## config.mk

```make
export PLATFORM = sky130hd
export DESIGN_NAME = car_cmd_encoder
export DESIGN_NICKNAME = d
export VERILOG_FILES = /design/src/rtl/car_cmd_encoder.sv
export SDC_FILE = /design/constraint.sdc
export NUM_CORES = 1
export LEC_CHECK = 0
export ABC_AREA = 1
export CORE_UTILIZATION = 50
export CTS_BUF_LIST = sky130_fd_sc_hd__clkbuf_8
export DETAILED_ROUTE_END_ITERATION = 10
export PLACE_DENSITY = 0.77
export SLEW_MARGIN = 20
export SYNTH_ARGS = -nofsm -noshare
export SYNTH_HDL_FRONTEND = slang
export SYNTH_SLANG_ARGS = --single-unit
```

## constraint.sdc

```tcl
create_clock -name clk -period 3.24 [get_ports clk]
set_input_delay 0.648 -clock clk [delete_from_list [all_inputs] [get_ports clk]]
set_output_delay 0.648 -clock clk [all_outputs]
set_load 0.01 [all_outputs]
```

## src/rtl/car_cmd_encoder.sv

```systemverilog
// rtl/car_cmd_encoder.sv - debounced left/right/hazard keys to latched tail-light command code
// Optional turn auto-cancel timer: define CAR_CMD_AUTOCANCEL_EN.
module car_cmd_encoder #(
   parameter int CLK_HZ          = 12000000,
   parameter int DEBOUNCE_CYCLES = 240000,
   parameter int TURN_TIMEOUT_S  = 10
) (
   input  logic       clk,
   input  logic       rst,
   input  logic       key_left,
   input  logic       key_right,
   input  logic       key_hazard,
   output logic [3:0] sw_code,
   output logic       cmd_valid
);

   localparam int DW = $clog2(DEBOUNCE_CYCLES + 1);

   localparam logic [3:0] CODE_STRAIGHT = 4'b0110;
   localparam logic [3:0] CODE_LEFT     = 4'b1000;
   localparam logic [3:0] CODE_RIGHT    = 4'b0001;
   localparam logic [3:0] CODE_HAZARD   = 4'b1111;

   typedef enum logic [1:0] {ST_STRAIGHT, ST_LEFT, ST_RIGHT, ST_HAZARD} state_t;

   if (DEBOUNCE_CYCLES < 2 || TURN_TIMEOUT_S < 1 || CLK_HZ < 1) begin : g_param_check
      $error("car_cmd_encoder: parameter out of range");
   end

   // Bit order for all key vectors: [0]=left, [1]=right, [2]=hazard.
   logic [2:0]    key_raw;
   logic [2:0]    sync1;
   logic [2:0]    sync2;
   logic [2:0]    deb;
   logic [2:0]    press;
   logic [DW-1:0] db_cnt [3];

   assign key_raw = {key_hazard, key_right, key_left};

   always_ff @(posedge clk) begin
      if (rst) begin
         sync1 <= '1;
         sync2 <= '1;
         deb   <= '1;
         press <= '0;
         for (int i = 0; i < 3; i++) db_cnt[i] <= '0;
      end else begin
         sync1 <= key_raw;
         sync2 <= sync1;
         for (int i = 0; i < 3; i++) begin
            press[i] <= 1'b0;
            if (sync2[i] == deb[i]) begin
               db_cnt[i] <= '0;
            end else if (db_cnt[i] == DW'(DEBOUNCE_CYCLES)) begin
               // Accept the new level; only a falling (pressed) edge yields a press pulse.
               deb[i]    <= sync2[i];
               db_cnt[i] <= '0;
               press[i]  <= ~sync2[i];
            end else begin
               db_cnt[i] <= db_cnt[i] + DW'(1);
            end
         end
      end
   end

   state_t state;
   state_t state_nxt;
   logic   timeout;
   logic   lone_left;
   logic   lone_right;

   assign lone_left  = press[0] & ~press[1];
   assign lone_right = press[1] & ~press[0];

   always_comb begin
      state_nxt = state;
      case (state)
         ST_STRAIGHT: begin
            if (press[2])        state_nxt = ST_HAZARD;
            else if (lone_left)  state_nxt = ST_LEFT;
            else if (lone_right) state_nxt = ST_RIGHT;
         end
         ST_LEFT: begin
            if (press[2])        state_nxt = ST_HAZARD;
            else if (lone_left)  state_nxt = ST_STRAIGHT;
            else if (lone_right) state_nxt = ST_RIGHT;
            else if (timeout)    state_nxt = ST_STRAIGHT;
         end
         ST_RIGHT: begin
            if (press[2])        state_nxt = ST_HAZARD;
            else if (lone_right) state_nxt = ST_STRAIGHT;
            else if (lone_left)  state_nxt = ST_LEFT;
            else if (timeout)    state_nxt = ST_STRAIGHT;
         end
         ST_HAZARD: begin
            if (press[2])        state_nxt = ST_STRAIGHT;
         end
      endcase
   end

`ifdef CAR_CMD_AUTOCANCEL_EN
   localparam int PW = (CLK_HZ > 1) ? $clog2(CLK_HZ) : 1;
   localparam int SW = $clog2(TURN_TIMEOUT_S + 1);

   logic [PW-1:0] presc;
   logic [SW-1:0] secs;
   logic          tick;
   logic          turn_run;

   assign tick     = (presc == PW'(CLK_HZ - 1));
   // Fire on the tick that would bring the seconds count to the limit, so the
   // cancel edge lands exactly TURN_TIMEOUT_S*CLK_HZ cycles after entry.
   assign timeout  = tick && (secs == SW'(TURN_TIMEOUT_S - 1));
   assign turn_run = (state_nxt == state) && (state == ST_LEFT || state == ST_RIGHT);

   always_ff @(posedge clk) begin
      if (rst || !turn_run) begin
         presc <= '0;
         secs  <= '0;
      end else if (tick) begin
         presc <= '0;
         secs  <= secs + SW'(1);
      end else begin
         presc <= presc + PW'(1);
      end
   end
`else
   assign timeout = 1'b0;
`endif

   function automatic logic [3:0] code_of(input state_t s);
      case (s)
         ST_LEFT:   return CODE_LEFT;
         ST_RIGHT:  return CODE_RIGHT;
         ST_HAZARD: return CODE_HAZARD;
         default:   return CODE_STRAIGHT;
      endcase
   endfunction

   always_ff @(posedge clk) begin
      if (rst) begin
         state     <= ST_STRAIGHT;
         sw_code   <= CODE_STRAIGHT;
         cmd_valid <= 1'b0;
      end else begin
         state     <= state_nxt;
         sw_code   <= code_of(state_nxt);
         cmd_valid <= (state_nxt != state);
      end
   end

endmodule
```

==> out/results.tsv <==
stage	metric	value	unit
route	drt pass-1 iters	7	
power_and_ir_drop	maximum VDD drop	0.184	mV
timing	post-route setup TNS	0	ps
min_path	Worst Hold Launch	sync1[2]	
global_routing	GRT Total Usage	0.197	
die	Initial Util	0.521	
route	DRC errors left	0	
timing	final setup violating endpoints	0	
clock_network	CTS Root Buffer Type	clkbuf_8	
yosys	FF+latch count, synth	71	
timing	fin. max-slew vios	0	
critical_path	crit path kind	in -> reg	
die	Core Rows	32	
yosys	area leader, netlist	edfxtp_1	
status	status	finished, final reports clean	
critical_path	worst-path maximum fanout	17	
yosys	sequential-to-total area share from yosys stat	0.483	
timing	final setup skew	6.39	ps
yosys	synth warn	0	
power_and_ir_drop	Pwr Density	404	nW/um^2
route	final WL	7.57	mm
final_layout	P&R area growth vs syn	14.0	%
timing	Hold Violations, Final	0	
global_routing	first-pass GRT wire length	13.2	mm
yosys	Synth top area share	0.399	
final_layout	share of layout cells above drive strength 1	0.0998	
place	PortBufs	9	
route	Antenna Nets Post-Route	0	
flow_run	Max Cap Viol	0	
clock_network	CTS tree	built	
yosys	main area contributors after synthesis	edfxtp_1 (40%), nand2_1 (8.7%), dfxtp_1 (8.4%), inv_1 (6.1%), nor2_1 (5.4%)	
critical_path	CP startpoint kind	input port	
clock_network	clk buf depth	2	
yosys	post-synthesis area per instance	8.31	sq um
clock_network	CTS Hold Buffers Added	0	
power_and_ir_drop	Leak Pwr	1.85	nW
place	placed cells	647	
min_path	Worst Hold Class	reg -> reg	
yosys	Cell Area, Synth	4070	sq um
final_layout	Antenna Cells	0	
clock_network	CTS H-tree depth	3	
global_routing	initial antenna violation count	0	
timing	min Tclk post-route	2100	ps
yosys	count of different cell masters after synthesis	36	
global_routing	largest net degree at the start of global routing	19	
global_routing	vias in the first global route	3090	
place	GPL Wtd Cong	0.885	
critical_path	R2R Setup Slk	1360	ps
power_and_ir_drop	Pwr Total	1.87	mW
die	die outline height	92.2	microns
die	core area	7810	sq um
final_layout	Cell Count, Final, Fillers Out	663	
place	HPWL Detailed	5.57	mm
timing	RSZ-0062 raised after global routing	no	
clock_network	post-CTS sizing	0	
route	Vias	3317	
clock_network	post-CTS setup buffer count	0	
clock_network	CTS buffer count	9	
final_layout	# nets final	569	
critical_path	r2r endpoint	db_cnt[1][8]	
global_routing	Remaining Overflow, GRT	0	
critical_path	R2R depth	7	
critical_path	Req. time, crit path	3440	ps
clock_network	Clock transition at path regs	80	ps
critical_path	critical path capture point type	register	
die	Die X	92.2	microns
min_path	worst hold path depth	1	
route	ratio of routed vias to standard cells	5.00	
critical_path	CP arrival	2300	ps
timing	Max Fclk	0.475	GHz
route	1st-iter DRT viols	189	
min_path	Hold Crit Endpoint	sync2[2]	
timing	Tcrit/Tclk final	0.650	
route	wire per inst	11.4	microns
critical_path	Worst R2R Start	db_cnt[1][0]	
yosys	cell count after synthesis	489	
clock_network	Clock Sinks	71	
clock_network	worst skew pair latency	360	ps
die	I/O Pins	10	
die	die area	8500	sq um
[cell usage after synthesis, drive strengths merged]
master,n
nand2,98
nor2,71
inv,69
edfxtp,54
nand3,43
a21oi,35
nor3,20
nand4,18
dfxtp,17
o21ai,13
xor2,12
or2,10
ha,8
buf,5
nand3b,4
nor3b,3
a31oi,2
o211ai,2
clkbuf,1
conb,1
nor4,1
or3,1
xnor2,1
[flip-flops by register name, summed over array words and instances, names as in the netlist]
register and count:
sync1 3, db_cnt 54, sync2 3, press 3, deb 3, cmd_valid 1
state 1, sw_code 3
[how the worst max path moves through the flow]
stage	from	to	slack [ps]
after floorplan	db_cnt[1][0]	db_cnt[1][14]	1590
after global placement	rst	db_cnt[1][12]	830
after detailed placement	rst	db_cnt[1][4]	740
after CTS	rst	db_cnt[1][4]	1120
after global routing	rst	db_cnt[1][4]	970
final	rst	db_cnt[1][4]	1140
[critical path, cell delays in order]
cell and delay (ps):
clkdlybuf4s50_1 580, inv_2 240, o21ai_0 140, a21oi_1 200
nand2_2 250, nor3b_1 240
[cells by family (layout without fill, tap and decap cells)]
family	Yosys count	count (layout)	synth area share
and+or+nand+nor	269	269	0.317
buffers and inverters	75	94	0.0763
DFF	71	71	0.483
AOI/OAI and AO/OA	52	52	0.0705
xor gates and xnor gates	13	13	0.0280
adders and majority gates	8	8	0.0246
other	1	54	0.000922
[layout make-up]
type	count	area (sq um)
well taps	102	128
clock inverters	6	65.1
flip-flops and latches	71	1960
fillers	697	3170
repair buffers	9	90.1
inverters	69	259
clock buffers	10	138
multi-input cells	396	1990
[per-stage QoR]
step | hold WS [ps] | utilization | area [sq um] | setup WS (ps)
floorplan | 389 | - | 4260 | 1590
global placement | 402 | 0.567 | 4430 | 826
detailed placement | 398 | 0.567 | 4430 | 743
CTS | 422 | 0.593 | 4630 | 1120
global route | 442 | 0.593 | 4630 | 966
finish | 422 | 0.593 | 4630 | 1140
[power by group]
group          leakage [nW]  switching (mW)  internal, mW
clock network         0.108           0.355         0.381
registers             0.696          0.0339          1.01
logic                  1.05          0.0626        0.0304
[metal layers]
metal  vias up  track usage  routed length [microns]
li1       1707            -                        -
met1      1531        0.254                     3580
met2        68        0.321                     3560
met3        11       0.0332                      265
met4         0       0.0990                      165
met5         -            0                        0
[placed cells by master (no fill, tap or decap), drive strengths merged, types with 4 or more instances in the layout]
| cell | netlist | final |
|---|---|---|
| a21oi | 35 | 35 |
| clkbuf | 1 | 10 |
| clkdlybuf4s50 | 0 | 9 |
| conb | 1 | 54 |
| dfxtp | 17 | 17 |
| edfxtp | 54 | 54 |
| ha | 8 | 8 |
| inv | 69 | 73 |
| nand2 | 98 | 98 |
| nand3 | 43 | 43 |
| nand3b | 4 | 4 |
| nand4 | 18 | 18 |
| nor2 | 71 | 71 |
| nor3 | 20 | 20 |
| o21ai | 13 | 13 |
| or2 | 10 | 10 |
| xor2 | 12 | 12 |
(Power assumes the default switching activity.)
==> RTL edit 1: new RTL, same settings <==
Register the inputs `key_left`, `key_right` and `key_hazard` before use. The logic sees them one clock later.
--- a/src/rtl/car_cmd_encoder.sv
+++ b/src/rtl/car_cmd_encoder.sv
@@ -23,6 +23,16 @@
 
    typedef enum logic [1:0] {ST_STRAIGHT, ST_LEFT, ST_RIGHT, ST_HAZARD} state_t;
 
+   logic key_left_q;
+   logic key_right_q;
+   logic key_hazard_q;
+
+   always_ff @(posedge clk) begin
+      key_left_q   <= key_left;
+      key_right_q  <= key_right;
+      key_hazard_q <= key_hazard;
+   end
+
    if (DEBOUNCE_CYCLES < 2 || TURN_TIMEOUT_S < 1 || CLK_HZ < 1) begin : g_param_check
       $error("car_cmd_encoder: parameter out of range");
    end
@@ -35,7 +45,7 @@
    logic [2:0]    press;
    logic [DW-1:0] db_cnt [3];
 
-   assign key_raw = {key_hazard, key_right, key_left};
+   assign key_raw = {key_hazard_q, key_right_q, key_left_q};
 
    always_ff @(posedge clk) begin
       if (rst) begin
Behaviour: no difference found for any inputs over 10 cycles, from zero or initial values and one cycle with rst high; that may be too few to reach the edited logic, so the function may still have changed.
==> RTL edit 1 against the unedited design <==
  * Fmax increased by 2.7%
  * Power increased by 9.3%
  * Combinational power decreased by 1%
  * Critical path type unchanged
  * Via count increased by 1.1%
  * Design area increased by 3.0%
  * Worst setup slack improved by 55 ps
  * Sequential share of layout area about the same
  * Largest power group unchanged
  * Area after synthesis increased by 2.9%
  * Clock skew increased by 4.1 ps
  * Die area increased by 2.9%
  * Synthesized cell count increased by 1.2%
  * Sequential cell count increased by 3
  * Wire length increased by 7.0%
  * Register-to-register slack got worse by 120 ps
==> RTL edit 1: results (changes against the unedited design) <==
| Metric | Value |
|---|---|
| Wirelength per Cell | `12.1 um (was 11.4 um)` |
| Flop2flop setup slack | `1240 ps (was 1360 ps)` |
| Fin nets | `575 (was 569)` |
| DR WL met2 | `4.07 mm (was 3.56 mm)` |
| Vias in the first global route | `3253 (was 3090)` |
| Status | `finished clean (unchanged)` |
| WL met3 | `292 um (was 265 um)` |
| Clock power share | `0.425 (was 0.393)` |
| Fraction of area in multi-input gates | `0.423 (was 0.430)` |
| Met2 Use GR | `0.365 (was 0.321)` |
| Flop+latch power | `1.08 mW (was 1.04 mW)` |
| Synth top area cells | `edfxtp_1 39%, dfxtp_1 9.6%, nand2_1 8.7%, inv_1 5.9%, nor2_1 4.9% (was edfxtp_1 40%, nand2_1 8.7%, dfxtp_1 8.4%, inv_1 6.1%, nor2_1 5.4%)` |
| Hold WS | `413 ps (was 422 ps)` |
| Min-delay src | `sync1[0]$_SDFF_PP1_ (was sync1[2]$_SDFF_PP1_)` |
| Placed Area | `4530 um^2 (was 4430 um^2)` |
| Vias per inst | `5.01 (was 5.00)` |
| Initial detailed-routing violation count | `152 (was 189)` |
| Max IR drop VDD | `0.287 mV (was 0.184 mV)` |
| Share of cells above drive strength 1 | `0.116 (was 0.0998)` |
| Non-clock buffering overhead in the final layout | `0.0189 (was 0.0194)` |
| P_leak | `1.92 nW (was 1.85 nW)` |
| Dpl hpwl | `5.79 mm (was 5.57 mm)` |
| Pre-Repair DR Iteration Count | `5 (was 7)` |
| Clock-cell share | `0.0506 (was 0.0437)` |
| Mapped Area | `4180 um^2 (was 4070 um^2)` |
| First-pass GRT wire length | `14.3 mm (was 13.2 mm)` |
| Worst endpoint data arrival time | `2220 ps (was 2300 ps)` |
| Routed length on met1 | `3.64 mm (was 3.58 mm)` |
| Synth cell types | `35 (was 36)` |
| Highest clock rate | `488 MHz (was 475 MHz)` |
| M1 GR Usage | `0.250 (was 0.254)` |
| Post-synth top cells | `97 x nand2_1, 66 x inv_1, 55 x nor2_1, 54 x edfxtp_1, 41 x nand3_1 (was 94 x nand2_1, 66 x inv_1, 59 x nor2_1, 54 x edfxtp_1, 40 x nand3_1)` |
-- RTL edit 1: per-stage QoR --
stage          utilization  std cells
5_1_grt              0.602        669
6_report             0.602        669
3_3_place_gp         0.572        653
4_1_cts              0.602        669
3_5_place_dp         0.572        653
2_1_floorplan            -        548
-- RTL edit 1: worst paths after layout --
kind	end	cells past startpoint
worst min register to register	sync2[0]$_SDFF_PP1_	1
worst max register to register	db_cnt[1][9]$_SDFFCE_PN0P_	7
worst max-delay path	db_cnt[1][9]$_SDFFCE_PN0P_	6
worst min-delay path	sync2[0]$_SDFF_PP1_	1
-- RTL edit 1: kinds of logic (layout without fill, tap and decap cells) --
group,Yosys count,in the layout,synth area share
AOI/OAI and AO/OA,50,50,0.0694
xor gates and xnor gates,10,10,0.0209
adders and majority gates,8,8,0.0239
buffers and inverters,78,97,0.0822
DFF,74,74,0.483
other,1,54,0.000896
and+or+nand+nor,274,274,0.319
==> RTL edit 2: new RTL, config.mk and constraints unchanged <==
Without the edit above. Add a define of `CAR_CMD_AUTOCANCEL_EN`.
--- a/src/rtl/car_cmd_encoder.sv
+++ b/src/rtl/car_cmd_encoder.sv
@@ -1,5 +1,7 @@
 // rtl/car_cmd_encoder.sv - debounced left/right/hazard keys to latched tail-light command code
 // Optional turn auto-cancel timer: define CAR_CMD_AUTOCANCEL_EN.
+`define CAR_CMD_AUTOCANCEL_EN
+
 module car_cmd_encoder #(
    parameter int CLK_HZ          = 12000000,
    parameter int DEBOUNCE_CYCLES = 240000,
Check against the original RTL: no difference found for any inputs over 10 cycles, from zero or initial values and one cycle with rst high; that may be too few to reach the edited logic, so the function may still have changed.
==> RTL edit 2 against the unedited design <==
  * Sequential power rose by 38%
  * Register-to-register slack got worse by 490 ps
  * Sequential cell count grew 28
  * Clock skew increased by 8.8 ps
  * Highest routed layer unchanged
  * Design area is 27% higher
  * Global-route usage is 1.8 points lower
  * Critical endpoint is now db_cnt[1][16]$_SDFFCE_PN0P_
  * Worst setup slack lost 260 ps
  * Area after synthesis rose by 30%
  * Wire length increased by 18%
  * Sequential share of layout area up 0.67 points
  * Power grew 43%
==> RTL edit 2: results (changes against the unedited design) <==
| Metric | Value |
|---|---|
| Status | `finished clean (unchanged)` |
| Synth Area in Adders | `0.0356 (was 0.0246)` |
| Share of cells above drive strength 1 | `0.0875 (was 0.0998)` |
| Largest regs | `db_cnt: 54 flops, presc: 24 flops, secs: 4 flops` |
| CTS root buffer | `clkbuf_8 (unchanged)` |
| Max IR drop VDD | `0.239 mV (was 0.184 mV)` |
| Placed Area | `5680 um^2 (was 4430 um^2)` |
| Vias in the first global route | `3895 (was 3090)` |
| Std-Cell Rows | `37 (was 32)` |
| Fin. max-slew vios | `0 (unchanged)` |
| Vias per inst | `4.81 (was 5.00)` |
| Reg clk slew, reported paths | `100 ps (was 80 ps)` |
| CTS resizes | `0 (unchanged)` |
| XOR/XNOR share of the synthesized area | `0.0548 (was 0.0280)` |
| Fillcell total | `939 (was 697)` |
| First-pass GRT wire length | `16.2 mm (was 13.2 mm)` |
| Synth cell types | `38 (was 36)` |
| Post-synth top cells | `97 x nand2_1, 92 x inv_1, 92 x nor2_1, 54 x edfxtp_1, 45 x dfxtp_1 (was 94 x nand2_1, 66 x inv_1, 59 x nor2_1, 54 x edfxtp_1, 40 x nand3_1)` |
| Total Routing Usage GR | `0.180 (was 0.197)` |
| Routed wire length | `8.97 mm (was 7.57 mm)` |
| Compound-Gate Fraction of Synth Area | `0.0479 (was 0.0705)` |
| Gpl congestion | `0.833 (was 0.885)` |
| Initial detailed-routing violation count | `142 (was 189)` |
| Largest net degree at the start of global routing | `25 (was 19)` |
| Dpl hpwl | `6.74 mm (was 5.57 mm)` |
| Worst clock skew | `15.2 ps (was 6.39 ps)` |
| P_leak | `2.37 nW (was 1.85 nW)` |
| Synth top area cells | `edfxtp_1 31%, dfxtp_1 17%, nand2_1 6.9%, inv_1 6.5%, nor2_1 6.5% (was edfxtp_1 40%, nand2_1 8.7%, dfxtp_1 8.4%, inv_1 6.1%, nor2_1 5.4%)` |
| Pre-Repair DR Iteration Count | `4 (was 7)` |
| Largest fanout on the critical path | `4 (was 17)` |
| Seq/Total Area, Yosys | `0.478 (was 0.483)` |
| Fin nets | `712 (was 569)` |
| P_sw | `0.792 mW (was 0.451 mW)` |
RTL edit 2: cell count changes after synthesis, sizes merged, moves of 12 or more:
cell | unedited run | this run
a21oi | 35 | 22
dfxtp | 17 | 45
inv | 69 | 94
nor2 | 71 | 118
nor3 | 20 | 34
xor2 | 12 | 24
RTL edit 2: stage by stage:
step	hold WS (ps)	power (mW)	cells	worst slack [ps]	utilization
3_3_place_gp	400	1.93	817	848	0.553
4_1_cts	422	2.70	833	893	0.571
2_1_floorplan	389	1.83	680	1220	-
6_report	416	2.68	833	873	0.571
5_1_grt	433	2.83	833	557	0.571
3_5_place_dp	399	1.94	817	786	0.553
RTL edit 2: layout make-up:
type,instances,area (um^2),share of cell area
inverters,94,353,0.0602
well taps,136,170,0.0290
clock inverters,5,33.8,0.00576
multi-input cells,478,2540,0.432
flip-flops and latches,99,2520,0.430
repair buffers,10,97.6,0.0166
clock buffers,11,151,0.0258
RTL edit 2: critical path, stage by stage, from the launching register on:
cell and delay [ps]:
edfxtp_1 420, ha_1 190, nand2_1 60, inv_1 70, nand2_1 70, nor2_1 160, nand4_1 130, nor2_1 220
nand4_1 220, nor3_1 320, and3_1 210, nor3_1 50
RTL edit 2: worst paths after layout:
| kind | start | endpoint | slack [ps] | depth (start not counted) |
|---|---|---|---|---|
| worst max register to register | db_cnt[1][0]$_SDFFCE_PN0P_ | db_cnt[1][16]$_SDFFCE_PN0P_ | 870 | 11 |
| worst max-delay path | db_cnt[1][0]$_SDFFCE_PN0P_ | db_cnt[1][16]$_SDFFCE_PN0P_ | 870 | 11 |
| worst min register to register | sync1[0]$_SDFF_PP1_ | sync2[0]$_SDFF_PP1_ | 420 | 1 |
| worst min-delay path | sync1[0]$_SDFF_PP1_ | sync2[0]$_SDFF_PP1_ | 420 | 1 |
RTL edit 2: cells by family after synthesis:
family                   Yosys count
adder cells (fa/ha/maj)           15
other                              1
XOR/XNOR                          33
flip-flops                        99
buffers and inverters            103
AND/OR/NAND/NOR                  330
AO/OA/AOI/OAI                     46
RTL edit 2: power by group through the flow:
stage          Sequential (mW)  Combinational [mW]  Clock (mW)
6_report                  1.44               0.482       0.761
5_1_grt                   1.45               0.554       0.830
4_1_cts                   1.44               0.483       0.783
3_5_place_dp              1.46               0.479           0
3_3_place_gp              1.46               0.466           0
2_1_floorplan             1.46               0.374           0
RTL edit 2: layer usage:
layer	GRT usage	wire, um	share of wire
met1	0.219	4230	0.47
met2	0.316	4410	0.49
met3	0.0337	231	0.026
met4	0.0654	100	0.011
met5	0	0	0
